### config.mk
export PLATFORM = sky130hd
export DESIGN_NAME = mtr_drv_flat
export DESIGN_NICKNAME = d
export VERILOG_FILES = /design/src/rtl/mtr_drv_if.sv /design/src/rtl/mtr_drv.sv /design/src/flat_wrapper.sv
export SDC_FILE = /design/constraint.sdc
export NUM_CORES = 1
export LEC_CHECK = 0
export BUFFER_PORTS_ARGS = -buffer_cell sky130_fd_sc_hd__buf_2
export CORE_UTILIZATION = 50
export CTS_BUF_LIST = sky130_fd_sc_hd__clkbuf_4 sky130_fd_sc_hd__clkbuf_8
export CTS_CLUSTER_DIAMETER = 60
export CTS_CLUSTER_SIZE = 10
export DETAILED_ROUTE_END_ITERATION = 10
export PLACE_DENSITY = 0.73
export SLEW_MARGIN = 20
export SYNTH_ARGS = -nofsm -noshare
export SYNTH_HDL_FRONTEND = slang
export SYNTH_SLANG_ARGS = --single-unit
### constraint.sdc
create_clock -name clk -period 2.4 [get_ports clk]
set_clock_uncertainty 0.1 [all_clocks]
set_input_delay 0.24 -clock clk [delete_from_list [all_inputs] [get_ports clk]]
set_output_delay 0.24 -clock clk [all_outputs]
set_load 0.02 [all_outputs]
### src/rtl/mtr_drv_if.sv
// Command/status bundle for the dual-channel motor PWM driver.
interface mtr_drv_if;
    logic signed [11:0] lft_spd;
    logic signed [11:0] rght_spd;
    logic               ovr_i;
    logic               flt_clr;
    logic               lft_PWM1;
    logic               lft_PWM2;
    logic               rght_PWM1;
    logic               rght_PWM2;
    logic               PWM_synch;
    logic               flt;

    modport master (
        output lft_spd, rght_spd, ovr_i, flt_clr,
        input  lft_PWM1, lft_PWM2, rght_PWM1, rght_PWM2, PWM_synch, flt
    );

    modport slave (
        input  lft_spd, rght_spd, ovr_i, flt_clr,
        output lft_PWM1, lft_PWM2, rght_PWM1, rght_PWM2, PWM_synch, flt
    );
endinterface

### src/rtl/mtr_drv.sv
// Two-channel H-bridge gate driver: 2048-cycle PWM with per-edge deadtime
// and a latched, synchronized overcurrent fault that blanks all gates.
module mtr_drv #(
    parameter logic [5:0] DEADTIME = 6'd32
) (
    input logic      clk,
    input logic      rst_n,
    mtr_drv_if.slave bus
);

    logic [10:0]        cnt;
    logic [10:0]        duty    [2];
    logic signed [11:0] spd     [2];
    logic [5:0]         dead    [2];
    logic [1:0]         sig_nxt;
    logic [1:0]         pwm_sig;
    logic [1:0]         chan_on;
    logic [1:0]         pwm1;
    logic [1:0]         pwm2;
    logic               synch_q;
    logic               ovr_s1;
    logic               ovr_s2;
    logic               flt_q;
    logic               clr_evt;

    // Offset-binary conversion: -2048..2047 maps onto 0..2047.
    function automatic logic [10:0] spd_to_duty(input logic signed [11:0] s);
        logic [12:0] sum;
        sum = {s[11], s} + 13'd2048;
        return 11'(sum >> 1);
    endfunction

    always_comb begin
        spd[0]  = bus.lft_spd;
        spd[1]  = bus.rght_spd;
        clr_evt = flt_q & bus.flt_clr & ~ovr_s2;
        sig_nxt = '0;
        chan_on = '0;
        for (int unsigned ch = 0; ch < 2; ch++) begin
            sig_nxt[ch] = (cnt < duty[ch]);
            chan_on[ch] = (dead[ch] == DEADTIME) & ~flt_q & ~ovr_s2;
        end
    end

    always_ff @(posedge clk or negedge rst_n) begin
        if (!rst_n) begin
            cnt     <= '0;
            synch_q <= 1'b0;
            duty[0] <= 11'd1024;
            duty[1] <= 11'd1024;
        end else begin
            cnt     <= cnt + 11'd1;
            synch_q <= (cnt == '0);
            if (cnt == '1) begin
                for (int unsigned ch = 0; ch < 2; ch++) begin
                    duty[ch] <= spd_to_duty(spd[ch]);
                end
            end
        end
    end

    always_ff @(posedge clk or negedge rst_n) begin
        if (!rst_n) begin
            ovr_s1 <= 1'b0;
            ovr_s2 <= 1'b0;
            flt_q  <= 1'b0;
        end else begin
            ovr_s1 <= bus.ovr_i;
            ovr_s2 <= ovr_s1;
            if (ovr_s2) begin
                flt_q <= 1'b1;
            end else if (clr_evt) begin
                flt_q <= 1'b0;
            end
        end
    end

    // The dead counter is cleared by the same edge that moves pwm_sig, so the
    // gap after the old output drops is exactly DEADTIME cycles.
    always_ff @(posedge clk or negedge rst_n) begin
        if (!rst_n) begin
            pwm_sig <= '0;
            pwm1    <= '0;
            pwm2    <= '0;
            for (int unsigned ch = 0; ch < 2; ch++) begin
                dead[ch] <= '0;
            end
        end else begin
            for (int unsigned ch = 0; ch < 2; ch++) begin
                pwm_sig[ch] <= sig_nxt[ch];
                if (clr_evt || (sig_nxt[ch] != pwm_sig[ch])) begin
                    dead[ch] <= '0;
                end else if (dead[ch] < DEADTIME) begin
                    dead[ch] <= dead[ch] + 6'd1;
                end
                pwm1[ch] <= chan_on[ch] & pwm_sig[ch];
                pwm2[ch] <= chan_on[ch] & ~pwm_sig[ch];
            end
        end
    end

    assign bus.lft_PWM1  = pwm1[0];
    assign bus.lft_PWM2  = pwm2[0];
    assign bus.rght_PWM1 = pwm1[1];
    assign bus.rght_PWM2 = pwm2[1];
    assign bus.PWM_synch = synch_q;
    assign bus.flt       = flt_q;

endmodule

### src/flat_wrapper.sv
// flat-port wrapper written by rule: the top's interface ports become plain ports
module mtr_drv_flat 
#(
    parameter logic [5:0] DEADTIME = 6'd32
)
  (clk, rst_n, bus_lft_spd, bus_rght_spd, bus_ovr_i, bus_flt_clr, bus_lft_PWM1, bus_lft_PWM2, bus_rght_PWM1, bus_rght_PWM2, bus_PWM_synch, bus_flt);
  mtr_drv_if bus_i ();
  input logic clk;
  input logic rst_n;
  input wire logic [$bits(bus_i.lft_spd)-1:0] bus_lft_spd;
  input wire logic [$bits(bus_i.rght_spd)-1:0] bus_rght_spd;
  input wire logic [$bits(bus_i.ovr_i)-1:0] bus_ovr_i;
  input wire logic [$bits(bus_i.flt_clr)-1:0] bus_flt_clr;
  output wire logic [$bits(bus_i.lft_PWM1)-1:0] bus_lft_PWM1;
  output wire logic [$bits(bus_i.lft_PWM2)-1:0] bus_lft_PWM2;
  output wire logic [$bits(bus_i.rght_PWM1)-1:0] bus_rght_PWM1;
  output wire logic [$bits(bus_i.rght_PWM2)-1:0] bus_rght_PWM2;
  output wire logic [$bits(bus_i.PWM_synch)-1:0] bus_PWM_synch;
  output wire logic [$bits(bus_i.flt)-1:0] bus_flt;
  assign bus_i.lft_spd = bus_lft_spd;
  assign bus_i.rght_spd = bus_rght_spd;
  assign bus_i.ovr_i = bus_ovr_i;
  assign bus_i.flt_clr = bus_flt_clr;
  assign bus_lft_PWM1 = bus_i.lft_PWM1;
  assign bus_lft_PWM2 = bus_i.lft_PWM2;
  assign bus_rght_PWM1 = bus_i.rght_PWM1;
  assign bus_rght_PWM2 = bus_i.rght_PWM2;
  assign bus_PWM_synch = bus_i.PWM_synch;
  assign bus_flt = bus_i.flt;
  mtr_drv #(.DEADTIME(DEADTIME)) u_core (.clk(clk), .rst_n(rst_n), .bus(bus_i));
endmodule
# After elaboration in Yosys (flattened, before gate mapping)
# Index checks and enable logic that the tools add are counted.
dict set report totals {
  regBits 55
  latch_bits 0
  ram_bits 0
  mem_bits_ro 0
  in_bits 28
  output_inout_bits 6
  wordCells 52
  memories 0
}
dict set report classes {
  addsub 5
  n_mul 0
  n_div 0
  n_lt_le_gt_ge 4
  n_eq_ne 5
  shifts 0
  n_mux 6
  bitwise_logic 14
  n_reduce_logical 6
}
# cell count
set ops {}
lappend ops {{12-bit adder, second input constant} 2}
lappend ops {{6-bit 2-to-1 mux} 4}
lappend ops {{11-bit < comparator} 2}
lappend ops {{6-bit by 1-bit adder with 6-bit output, second input constant} 2}
lappend ops {{6-bit == test, second input constant} 2}
lappend ops {{6-bit < comparator, second input constant} 2}
lappend ops {{11-bit by 1-bit adder with 11-bit output, second input constant} 1}
lappend ops {{11-bit == test, second input constant} 1}
lappend ops {{11-bit logical NOT} 1}
lappend ops {{1-bit AND} 10}
lappend ops {{2-bit nonzero test} 3}
lappend ops {{1-bit NOT} 4}
lappend ops {{1-bit logical OR} 2}
lappend ops {{1-bit 2-to-1 mux} 2}
lappend ops {{1-bit inequality test} 2}

# Longest topological paths before layout
dict set report depth {
  word_depth 4
  ltp_mapped 7
  mapped_depth_nobuf 7
}

# Least setup slack after synthesis
# OpenSTA, ideal clock, no wires.
dict set report synth_timing {
  kind {register to register}
  from {register u_core.duty[21] in the netlist's numbering}
  to {register u_core.dead[10] in the netlist's numbering}
  setup_time_ns 0.146
  arrival_time_ns 1.706
  required_ns 2.154
  path_slack_ns 0.448
  stages_incl_launch_ff 7
  path_buffers 0
  synth_period_minus_slack_ns 1.952
  path_cell_list {dfstp_2 inv_1 ha_1 nand4_1 o41ai_4 o21a_1 nor4_1}
}
dict set report synth_via {
  elab_chain_cells 4
  word_cells_on_any_way 5
  cone_classes {order compare (1); eq/ne (1); mux (1); reduce/logical (2)}
}
# element line
set synth_rtl {}
lappend synth_rtl {{start, declared} mtr_drv.sv:12} ;# logic [10:0] duty [2];
lappend synth_rtl {{start signal, assigned by index} mtr_drv.sv:56} ;# duty[ch] <= spd_to_duty(spd[ch]);
lappend synth_rtl {{11-bit < comparator (*)} mtr_drv.sv:40} ;# sig_nxt[ch] = (cnt < duty[ch]);
lappend synth_rtl {{1-bit inequality test (*)} mtr_drv.sv:91} ;# if (clr_evt || (sig_nxt[ch] != pwm_sig[ch])) begin
lappend synth_rtl {{1-bit logical OR (*)} mtr_drv.sv:91}
lappend synth_rtl {{6-bit 2-to-1 mux or 2-bit nonzero test (tied branches)} -}
lappend synth_rtl {{end signal, assigned by index} mtr_drv.sv:94} ;# dead[ch] <= dead[ch] + 6'd1;
lappend synth_rtl {{end, declared} mtr_drv.sv:14} ;# logic [5:0] dead [2];
# Mark *: on every way between the ends. The rest lies on a longest branch, timed or not.
# A chain may end at the register's enable or synchronous reset.

# Worst setup path in the final report
dict set report layout_timing {
  from {register u_core.cnt[2]}
  to {register u_core.dead[7] in the netlist's numbering}
}
dict set report layout_via {
  elab_chain_cells 4
  word_cells_on_any_way 5
  cone_classes {order compare (1); eq/ne (1); mux (1); reduce/logical (2)}
}
# element line
set layout_rtl {}
lappend layout_rtl {{start, declared} mtr_drv.sv:11} ;# logic [10:0] cnt;
lappend layout_rtl {{start signal, assigned} mtr_drv.sv:52} ;# cnt <= cnt + 11'd1;
lappend layout_rtl {{11-bit < comparator (*)} mtr_drv.sv:40}
lappend layout_rtl {{1-bit inequality test (*)} mtr_drv.sv:91}
lappend layout_rtl {{1-bit logical OR (*)} mtr_drv.sv:91}
lappend layout_rtl {{6-bit 2-to-1 mux or 2-bit nonzero test (tied branches)} -}
# Marked as above.

==> impl_metrics.env <==
export IMPL_status="finished, final reports clean"
export IMPL_synthToLayoutAreaGrowth_pct=14.25
export IMPL_cpLargestDelayFamily="compound AO/OA/AOI/OAI gates"
export IMPL_final_net_count=341
export IMPL_die_w_um=77.19
export IMPL_clk_pin_slew_ns=0.10
export IMPL_synth_top_family_by_area="simple AND/OR/NAND/NOR gates"
export IMPL_post_cts_buffers=0
export IMPL_routedWlPerCell_um=13.39
export IMPL_yosys_area_share_xor_xnor_pct=5.268
export IMPL_place_congestion=0.8220
export IMPL_grt_pass1_wl_um=8438
export IMPL_drive_above_1_share_pct=19.10
export IMPL_die_area_um2=5958
export IMPL_clock_latency_ns=0.31
export IMPL_finalCritPeriodShare_pct=91.91
export IMPL_fill_cells=476
export IMPL_ant_nets=0
export IMPL_ios=34
export IMPL_fin_cells=360
export IMPL_fp_row_count=27
export IMPL_power_density_nw_per_um2=599.2
export IMPL_p_leak_nw=1.688
export IMPL_mappedNetlistNets=298
export IMPL_dp_cells=348
export IMPL_grt_max_degree=32
export IMPL_clockPowerShare_pct=27.2
export IMPL_swShare_pct=28.56
export IMPL_critPathKind="reg -> reg"
export IMPL_cts_resized=0
export IMPL_hold_viol=0
export IMPL_synth_cell_types=35
export IMPL_crit_chain="ha_1 > a21o_1 > a31oi_1 > o41ai_4 > nor3_2 > nor4_1"
export IMPL_port_buffers=31
export IMPL_syn_cell_area_um2=2826
export IMPL_p_int_mw=1.383
export IMPL_antenna_found_initial=0
export IMPL_switching_power_mw=0.5526
export IMPL_max_cap_violations=0
export IMPL_setup_viol=0
export IMPL_firstDrtPassIters=4
export IMPL_cts_tree="done"
export IMPL_p_comb_share_pct=15.7
export IMPL_crit_required_ns=2.46
export IMPL_cp_end_kind="register"
export IMPL_cp_data_arrival_time_ns=2.26
export IMPL_min_path_type="in -> reg"
export IMPL_synth_seq_cells=55
export IMPL_clockBufferDepth=2
export IMPL_p_seq_share_pct=57.1
export IMPL_die_h_um=77.19
export IMPL_yosysSeqAreaShare_pct=48.78
export IMPL_synth_warnings=0
export IMPL_n_antenna_cell=0
export IMPL_grt_setup_unrepaired="no"
export IMPL_vias=1873
export IMPL_core_um2=5473
export IMPL_synthMuxAreaShare_pct=8.676
export IMPL_ir_worst_vdd_mv=0.4840
export IMPL_drcViolationCount=0
export IMPL_drt_wl_total_um=4820
export IMPL_cp_num_buf_inv=0
export IMPL_cts_made_buffers=5
export IMPL_slowest_stage="dfrtp_1"
export IMPL_slowest_delay_ns=0.50
export IMPL_tightestPinTransition_ns=0.7002
export IMPL_drv_slew=0
export IMPL_hold_buffers=4
export IMPL_synthCells=244
export IMPL_crit_path_max_fanout=8
export IMPL_synth_fa_ha_area_share_pct=11.51
export IMPL_gr_total_overflow=0
export IMPL_avgSynthCellArea_um2=11.58
export IMPL_period_minus_slack_ns=2.206
export IMPL_initial_utilization_pct=51.65
export IMPL_drt_iter0_markers=79
export IMPL_grt_pass1_vias=1920
export IMPL_max_freq_mhz=453.4
export IMPL_synth_compound_area_share_pct=7.924
export IMPL_vias_per_cell=5.203
export IMPL_cts_sink_count=55
export IMPL_finalSetupTns_ns=0
export IMPL_track_usage_pct=17.83
export IMPL_root_buffer="clkbuf_8"
export IMPL_synthSimpleGateAreaFrac_pct=13.50
export IMPL_maxSlewHeadroom_pct=53.15
export IMPL_worst_setup_path_start_kind="register"
export IMPL_dp_hpwl_um=3552
export IMPL_cts_max_level=2
cells in the mapped netlist, drive strengths merged:
library cell  number  area share [%]
dfstp              2             1.9
xnor2             10             3.1
nor2              12             1.9
a31oi              4             1.4
buf                2            0.35
nand4              6             1.9
o21a               6             1.6
and3               2            0.44
and4b              1            0.35
ha                26              12
nand3              6             1.2
inv               30             4.0
dfrtp             53              47
nor4              12             2.7
nand2b             4            0.97
and4               2            0.62
nor2b              2            0.44
a21o               3            0.80
mux2              20             8.0
a21oi              8             1.4
nor3               7             1.6
nand2             11             1.5
xor2               7             2.2
o21ai              4            0.71
o41ai              2             1.9
mux2i              2            0.71
path summary, 6_finish.rpt:
path / end / slack, ns / depth (start not counted) / startpoint
hold reg to reg: u_core.ovr_s2 / 0.26 / 0 / u_core.ovr_s1
min in group asynchronous: u_core.cnt[10] / 0.36 / 2 / rst_n
hold / removal: u_core.duty[14] / 0.03 / 2 / bus_lft_spd[4]
setup / recovery: u_core.dead[7] / 0.19 / 6 / u_core.cnt[2]
setup reg to reg: u_core.dead[7] / 0.19 / 6 / u_core.cnt[2]
max in group asynchronous: u_core.duty[21] / 1.20 / 3 / rst_n
state kept, by name (all words and copies together), names as in the netlist:
signal                count
u_core.duty              22
u_core.dead              12
u_core.cnt               11
u_core.pwm1               2
u_core.pwm2               2
u_core.pwm_sig            2
u_core.bus.PWM_synch      1
u_core.bus.flt            1
u_core.ovr_s1             1
u_core.ovr_s2             1
power by group through the flow:
stage | Sequential, mW | Clock [mW] | Combinational, mW
final | 1.11 | 0.526 | 0.303
after global routing | 1.12 | 0.575 | 0.353
after CTS | 1.10 | 0.545 | 0.310
after detailed placement | 1.12 | 0 | 0.303
after global placement | 1.12 | 0 | 0.283
after floorplan | 1.10 | 0 | 0.216
final cells by class:
type                            instances  area [µm²]  area share [%]
Sequential cell                        55        1379           42.70
Multi-Input combinational cell        157        1325           41.03
Timing Repair Buffer                   38       230.2           7.129
Inverter                               30       112.6           3.487
Tap cell                               72       90.09           2.790
Clock buffer                            5       68.82           2.131
Clock inverter                          3       23.77          0.7361
metal layers:
layer,vias to the layer above,part of all wire [%],track usage [%]
met5,-,0,0
met4,0,1.3,5.660
met3,6,3.3,3.929
met2,30,50,30.53
met1,905,46,22.28
li1,932,-,-
cells in the final DEF, fill, tap and decap left out, types with 3 or more instances in the layout:
cell,instances
a21oi_1,8
o21a_1,5
dfrtp_1,53
mux2_1,20
nor3_1,5
nor2_1,11
a31oi_1,3
buf_2,31
nor4_1,12
a21o_1,3
ha_1,26
nand3_1,5
nand2b_1,3
clkbuf_8,5
inv_1,29
dlygate4sd3_1,4
xnor2_1,10
xor2_1,7
nand2_1,11
nand4_1,5
per-stage QoR:
step,instance area [µm²],worst slack [ns],utilization (%),hold WS [ns],total power [mW]
final,3229,0.1942,59.01,0.03185,1.935
after global routing,3229,0.03532,59.01,0.02104,2.043
after CTS,3229,0.1885,59.01,0.02725,1.959
after detailed placement,3097,0.2042,56.58,0.1738,1.423
after global placement,3097,0.2629,56.58,0.1741,1.403
after floorplan,2826,0.4477,-,-0.1556,1.321
cell families after synthesis:
logic type,after synthesis
buffers and inverters,32
flip-flops,55
multiplexers,22
AO/OA/AOI/OAI,27
AND/OR/NAND/NOR,65
adder cells (fa/ha/maj),26
XOR/XNOR,17
Note: power is estimated with default switching activity, not from simulation.
